**config.mk**
```make
export PLATFORM = sky130hd
export DESIGN_NAME = fetch_unit
export DESIGN_NICKNAME = d
export VERILOG_FILES = /design/src/rtl/fetch_unit.sv
export SDC_FILE = /design/constraint.sdc
export NUM_CORES = 1
export LEC_CHECK = 0
export CORE_MARGIN = 5
export CORE_UTILIZATION = 48
export CTS_BUF_LIST = sky130_fd_sc_hd__clkbuf_2
export DETAILED_ROUTE_END_ITERATION = 10
export GPL_TIMING_DRIVEN = 0
export PLACE_DENSITY = 0.89
export SYNTH_ARGS = -nofsm -noshare
export SYNTH_HDL_FRONTEND = slang
export SYNTH_SLANG_ARGS = --single-unit
```
**constraint.sdc**
```tcl
create_clock -name clk -period 3.4 [get_ports clk]
set_input_delay 0.34 -clock clk [delete_from_list [all_inputs] [get_ports clk]]
set_output_delay 0.34 -clock clk [all_outputs]
set_load 0.005 [all_outputs]
```
**src/rtl/fetch_unit.sv**
```systemverilog
// Instruction-fetch front end: PC, synchronous-ROM request tracking, one
// registered output stage with valid/ready handshake, redirect/flush and field decode.
module fetch_unit #(
    parameter int PC_WIDTH  = 8,
    parameter int RESET_PC  = 0,
    parameter int CNT_WIDTH = 16
) (
    input  logic                 clk,
    input  logic                 reset,
    output logic [PC_WIDTH-1:0]  rom_addr,
    input  logic [31:0]          rom_data,
    input  logic                 redirect_valid,
    input  logic [PC_WIDTH-1:0]  redirect_pc,
    input  logic                 out_ready,
    output logic                 out_valid,
    output logic [31:0]          out_instr,
    output logic [PC_WIDTH-1:0]  out_pc,
    output logic [PC_WIDTH-1:0]  out_pc_next,
    output logic [4:0]           rd,
    output logic [4:0]           rs1,
    output logic [4:0]           rs2,
    output logic [11:0]          imm,
    output logic [CNT_WIDTH-1:0] fetch_count
);

    localparam logic [PC_WIDTH-1:0] RESET_PC_W = PC_WIDTH'(RESET_PC);
    localparam logic [PC_WIDTH-1:0] PC_STEP    = PC_WIDTH'(4);

    logic [PC_WIDTH-1:0]  pc;
    logic                 req_valid;
    logic [PC_WIDTH-1:0]  req_pc;
    logic                 out_valid_r;
    logic [31:0]          out_instr_r;
    logic [PC_WIDTH-1:0]  out_pc_r;
    logic [CNT_WIDTH-1:0] fetch_count_r;

    logic                 advance;
    logic                 handshake;
    logic [PC_WIDTH-1:0]  redirect_tgt;

    assign advance      = !out_valid_r || out_ready;
    assign handshake    = out_valid_r && out_ready;
    assign redirect_tgt = {redirect_pc[PC_WIDTH-1:2], 2'b00};

    // While stalled the ROM re-reads req_pc so rom_data stays aligned with it.
    always_comb begin
        rom_addr = req_pc;
        if (redirect_valid) begin
            rom_addr = redirect_tgt;
        end else if (advance) begin
            rom_addr = pc;
        end
    end

    always_ff @(posedge clk or posedge reset) begin
        if (reset) begin
            pc            <= RESET_PC_W;
            req_valid     <= 1'b0;
            req_pc        <= '0;
            out_valid_r   <= 1'b0;
            out_instr_r   <= '0;
            out_pc_r      <= '0;
            fetch_count_r <= '0;
        end else begin
            if (handshake && (fetch_count_r != '1)) begin
                fetch_count_r <= fetch_count_r + 1'b1;
            end
            if (redirect_valid) begin
                // Flush the output stage; a handshake on this edge is still counted above.
                out_valid_r <= 1'b0;
                req_valid   <= 1'b1;
                req_pc      <= redirect_tgt;
                pc          <= redirect_tgt + PC_STEP;
            end else if (advance) begin
                out_valid_r <= req_valid;
                out_instr_r <= rom_data;
                out_pc_r    <= req_pc;
                req_valid   <= 1'b1;
                req_pc      <= pc;
                pc          <= pc + PC_STEP;
            end
        end
    end

    assign out_valid   = out_valid_r;
    assign out_instr   = out_instr_r;
    assign out_pc      = out_pc_r;
    assign out_pc_next = out_pc_r + PC_STEP;
    assign rd          = out_instr_r[11:7];
    assign rs1         = out_instr_r[19:15];
    assign rs2         = out_instr_r[24:20];
    assign imm         = out_instr_r[31:20];
    assign fetch_count = fetch_count_r;

endmodule

```
==> key figures <==
Yosys
  – Simple-Gate Fraction of Synth Area: about 11%
  – Adder-Cell Fraction of Synth Area: 1.091%
  – Sequential cell area fraction in the yosys report: 52.38%
  – Mux cell area share after synthesis: 17.90%
  – Syn_nets: 330
  – Mapped Cells: roughly 280
  – Synth warnings: 0
  – Unique masters post-synth: 41
  – Cell Area, Synth: about 0.0034 mm^2
  – Yosys reg bits: 72
  – Avg Cell Area, Syn: around 12 um^2
  – Largest family of logic cells by synthesized area: multiplexers
  – Complex-gate fraction of the synthesized area: roughly 4.7%
  – Xor/xnor share of the synthesized area: under 10%

Floorplanning
  – Top Ports: 144
  – Die height: 94.65 um
  – Row count: 30
  – Full die area: ~0.0090 mm^2
  – Initial core utilization: 50.07%
  – Die Wd: 94.65 um
  – Core Area: 0.006869 mm^2

Layout
  – Area Overhead vs Synth: 48.49%
  – # fillers: 465
  – Layout Utilization: 74.35%
  – Ant diodes: 0
  – Commonest non-fill, non-tap cell in the layout: clkdlybuf4s50_1
  – Multi-input logic area: roughly 0.0014 mm^2
  – Fin nets: just under 500
  – Fraction of layout cells with a size suffix above 1: between 20% and 30%
  – Register Area: roughly 0.0018 mm^2
  – Most frequent cells in the layout: 141 x clkdlybuf4s50_1, 72 x dfrtp_1, 42 x mux2_2
  – Non-filler cells, final: around 540

CTS
  – Post-CTS setup buffers: 0
  – CTS H-tree lvls: 3
  – Clock root cell: clkbuf_2
  – Clk_lat worst skew: approximately 480 ps
  – Clock transition at the registers of the reported paths: around 200 ps
  – Clk sinks: between 70 and 80
  – Post-CTS sizing: 0
  – Clock Tree Buf Depth: 2
  – TritonCTS buffer count: 9
  – CTS tree: built
  – Cts-stage hold buffer count: 0

Power and ir drop
  – Max IR drop VDD: around 0.32 mV
  – Static Leak: roughly 2.2 nW
  – Cell Pwr Density: 472.0 mW/mm^2

Critical path
  – Max stage delay cell, worst path: clkdlybuf4s50_1
  – Crit-path cells: clkdlybuf4s50_1 > buf_2 > clkbuf_1 > nand2_1 > o21ai_0 > clkdlybuf4s50_1
  – Crit path max-delay family: buffers and inverters
  – CP arrival: approximately 2300 ps
  – CP endpoint kind: output port
  – Crit-path most repeated cell: clkdlybuf4s50_1
  – CP Class: in2out
  – Max incr delay on CP: about 560 ps
  – Crit Path Max Fanout: 10
  – CP bufs+invs: 4
  – CP Launch Type: input port
  – Data required time of the critical path: 3060 ps

Timing
  – Final setup fails: 0
  – Max Fclk: 0.3768 GHz
  – Fin Clk Skew: 26.54 ps
  – Fin crit period: 2654 ps
  – Final hold violation count: 0
  – Final worst slack: about 750 ps
  – Final Max Tran Viols: 0
  – Setup TNS: 0 ps
  – RSZ-0062 raised after global routing: no
  – Slew margin rel.: 41.84%
  – Worst-Margin Slew: between 800 and 900 ps
  – Final Cycle Share: between 70% and 80%

GRT
  – Largest net degree at the start of global routing: between 70 and 80
  – Tot GR Track Use: between 20% and 30%
  – Antenna violations before repair: 0
  – Global route total overflow: 0
  – First-pass GRT wire length: about 14000 um
  – Number of global-route vias before repair: around 2700

Hold path
  – Min-delay worst type: in2async

Flow run
  – Max_cap viols: 0

Placement
  – Place WS: between 700 and 800 ps
  – Placed cells: between 500 and 600
  – IO buf count: between 100 and 150
  – Hpwl dp: between 6000 and 7000 um
  – Routability cong.: 0.8300

Route
  – Post-DR wirelength/cell: approximately 16 um
  – Vias per cell: 4.935
  – Drt first-iter violations: 65
  – DRC viols: 0
  – Drt first pass iters: 4
  – Detailed Route WL: ~8700 um
  – Post-DRT Antenna Nets: 0
  – Vias: roughly 2600

Outcome
  – Status: finished, final reports clean
[final timing paths]
kind	slack, ps	from	end	cells after the start
max	750	redirect_valid	rom_addr[5]	6
min	400	reset	pc[2]$_DFFE_PP0P_	2
max reg2reg	1600	fetch_count[0]$_DFFE_PP0P_	fetch_count[1]$_DFFE_PP0P_	5
min reg2reg	500	req_valid$_DFFE_PP0P_	req_valid$_DFFE_PP0P_	1
max in group asynchronous	2440	reset	out_valid$_DFFE_PP0P_	2
min in group clk	450	rom_data[5]	out_instr[5]$_DFFE_PP0P_	2
[layout make-up]
cell class	count	area share, %
inverter	4	0.3430
sequential	72	35.28
multi-input combinational	170	26.56
clock buffer	10	0.9799
buffer	37	5.218
timing repair buffer	141	27.63
tap	96	2.352
clock inverter	6	1.641
[state kept, by name, indices dropped and copies added (netlist names)]
name / count
out_pc: 8
fetch_count: 16
out_instr: 32
out_valid: 1
req_pc: 8
pc: 6
req_valid: 1
[stage by stage]
stage	power (mW)	cell area, um^2	hold WS, ps
6_report	2.411	5107	398.9
5_1_grt	2.553	5107	392.5
4_1_cts	2.443	5107	377.5
3_5_place_dp	1.902	4974	461.3
3_3_place_gp	1.869	4971	455.4
2_1_floorplan	1.414	3440	438.7
[layer usage]
layer / routed length [um] / up-vias / track usage, %
li1: - / 1269 / -
met1: 3678 / 1266 / 25.22
met2: 4327 / 101 / 34.35
met3: 604 / 9 / 4.143
met4: 100 / 0 / 7.692
met5: 0 / - / 0
[logic make-up (layout without fill, tap and decap cells)]
| kind of cell | Yosys count | count (layout) |
|---|---|---|
| DFF | 72 | 72 |
| and+or+nand+nor | 68 | 68 |
| muxes | 55 | 55 |
| buffers and inverters | 41 | 198 |
| AOI/OAI and AO/OA | 26 | 26 |
| xor gates and xnor gates | 18 | 18 |
| adders and majority gates | 3 | 3 |
[synthesized netlist by cell type (all sizes together)]
library cell | number | area share (%)
nor2 | 8 | 1.0
nand2b | 1 | 0.18
nand4b | 1 | 0.25
nor4 | 1 | 0.18
a22o | 2 | 0.51
o21a | 2 | 0.44
ha | 3 | 1.1
mux2i | 9 | 2.6
clkbuf | 1 | 0.11
nor3 | 1 | 0.15
xor2 | 6 | 1.5
mux2 | 46 | 15
and2 | 5 | 0.91
o2111ai | 1 | 0.25
nand2 | 21 | 2.3
or3 | 1 | 0.18
xnor2 | 12 | 3.1
o21ai | 14 | 2.1
dfrtp | 72 | 52
a211oi | 1 | 0.22
o31ai | 1 | 0.22
and4 | 4 | 1.2
a31oi | 1 | 0.18
a21oi | 2 | 0.29
buf | 36 | 7.6
and3 | 6 | 1.1
inv | 4 | 0.44
nand3 | 13 | 2.2
nor2b | 1 | 0.18
o211ai | 2 | 0.44
nand4 | 5 | 1.3
[power breakdown]
part	internal (mW)	switching, mW	total (mW)
registers	0.982	0.130	1.11
logic	0.518	0.246	0.764
clock network	0.243	0.293	0.536
total	1.74	0.669	2.41
Power figures use the tool's default switching activity.
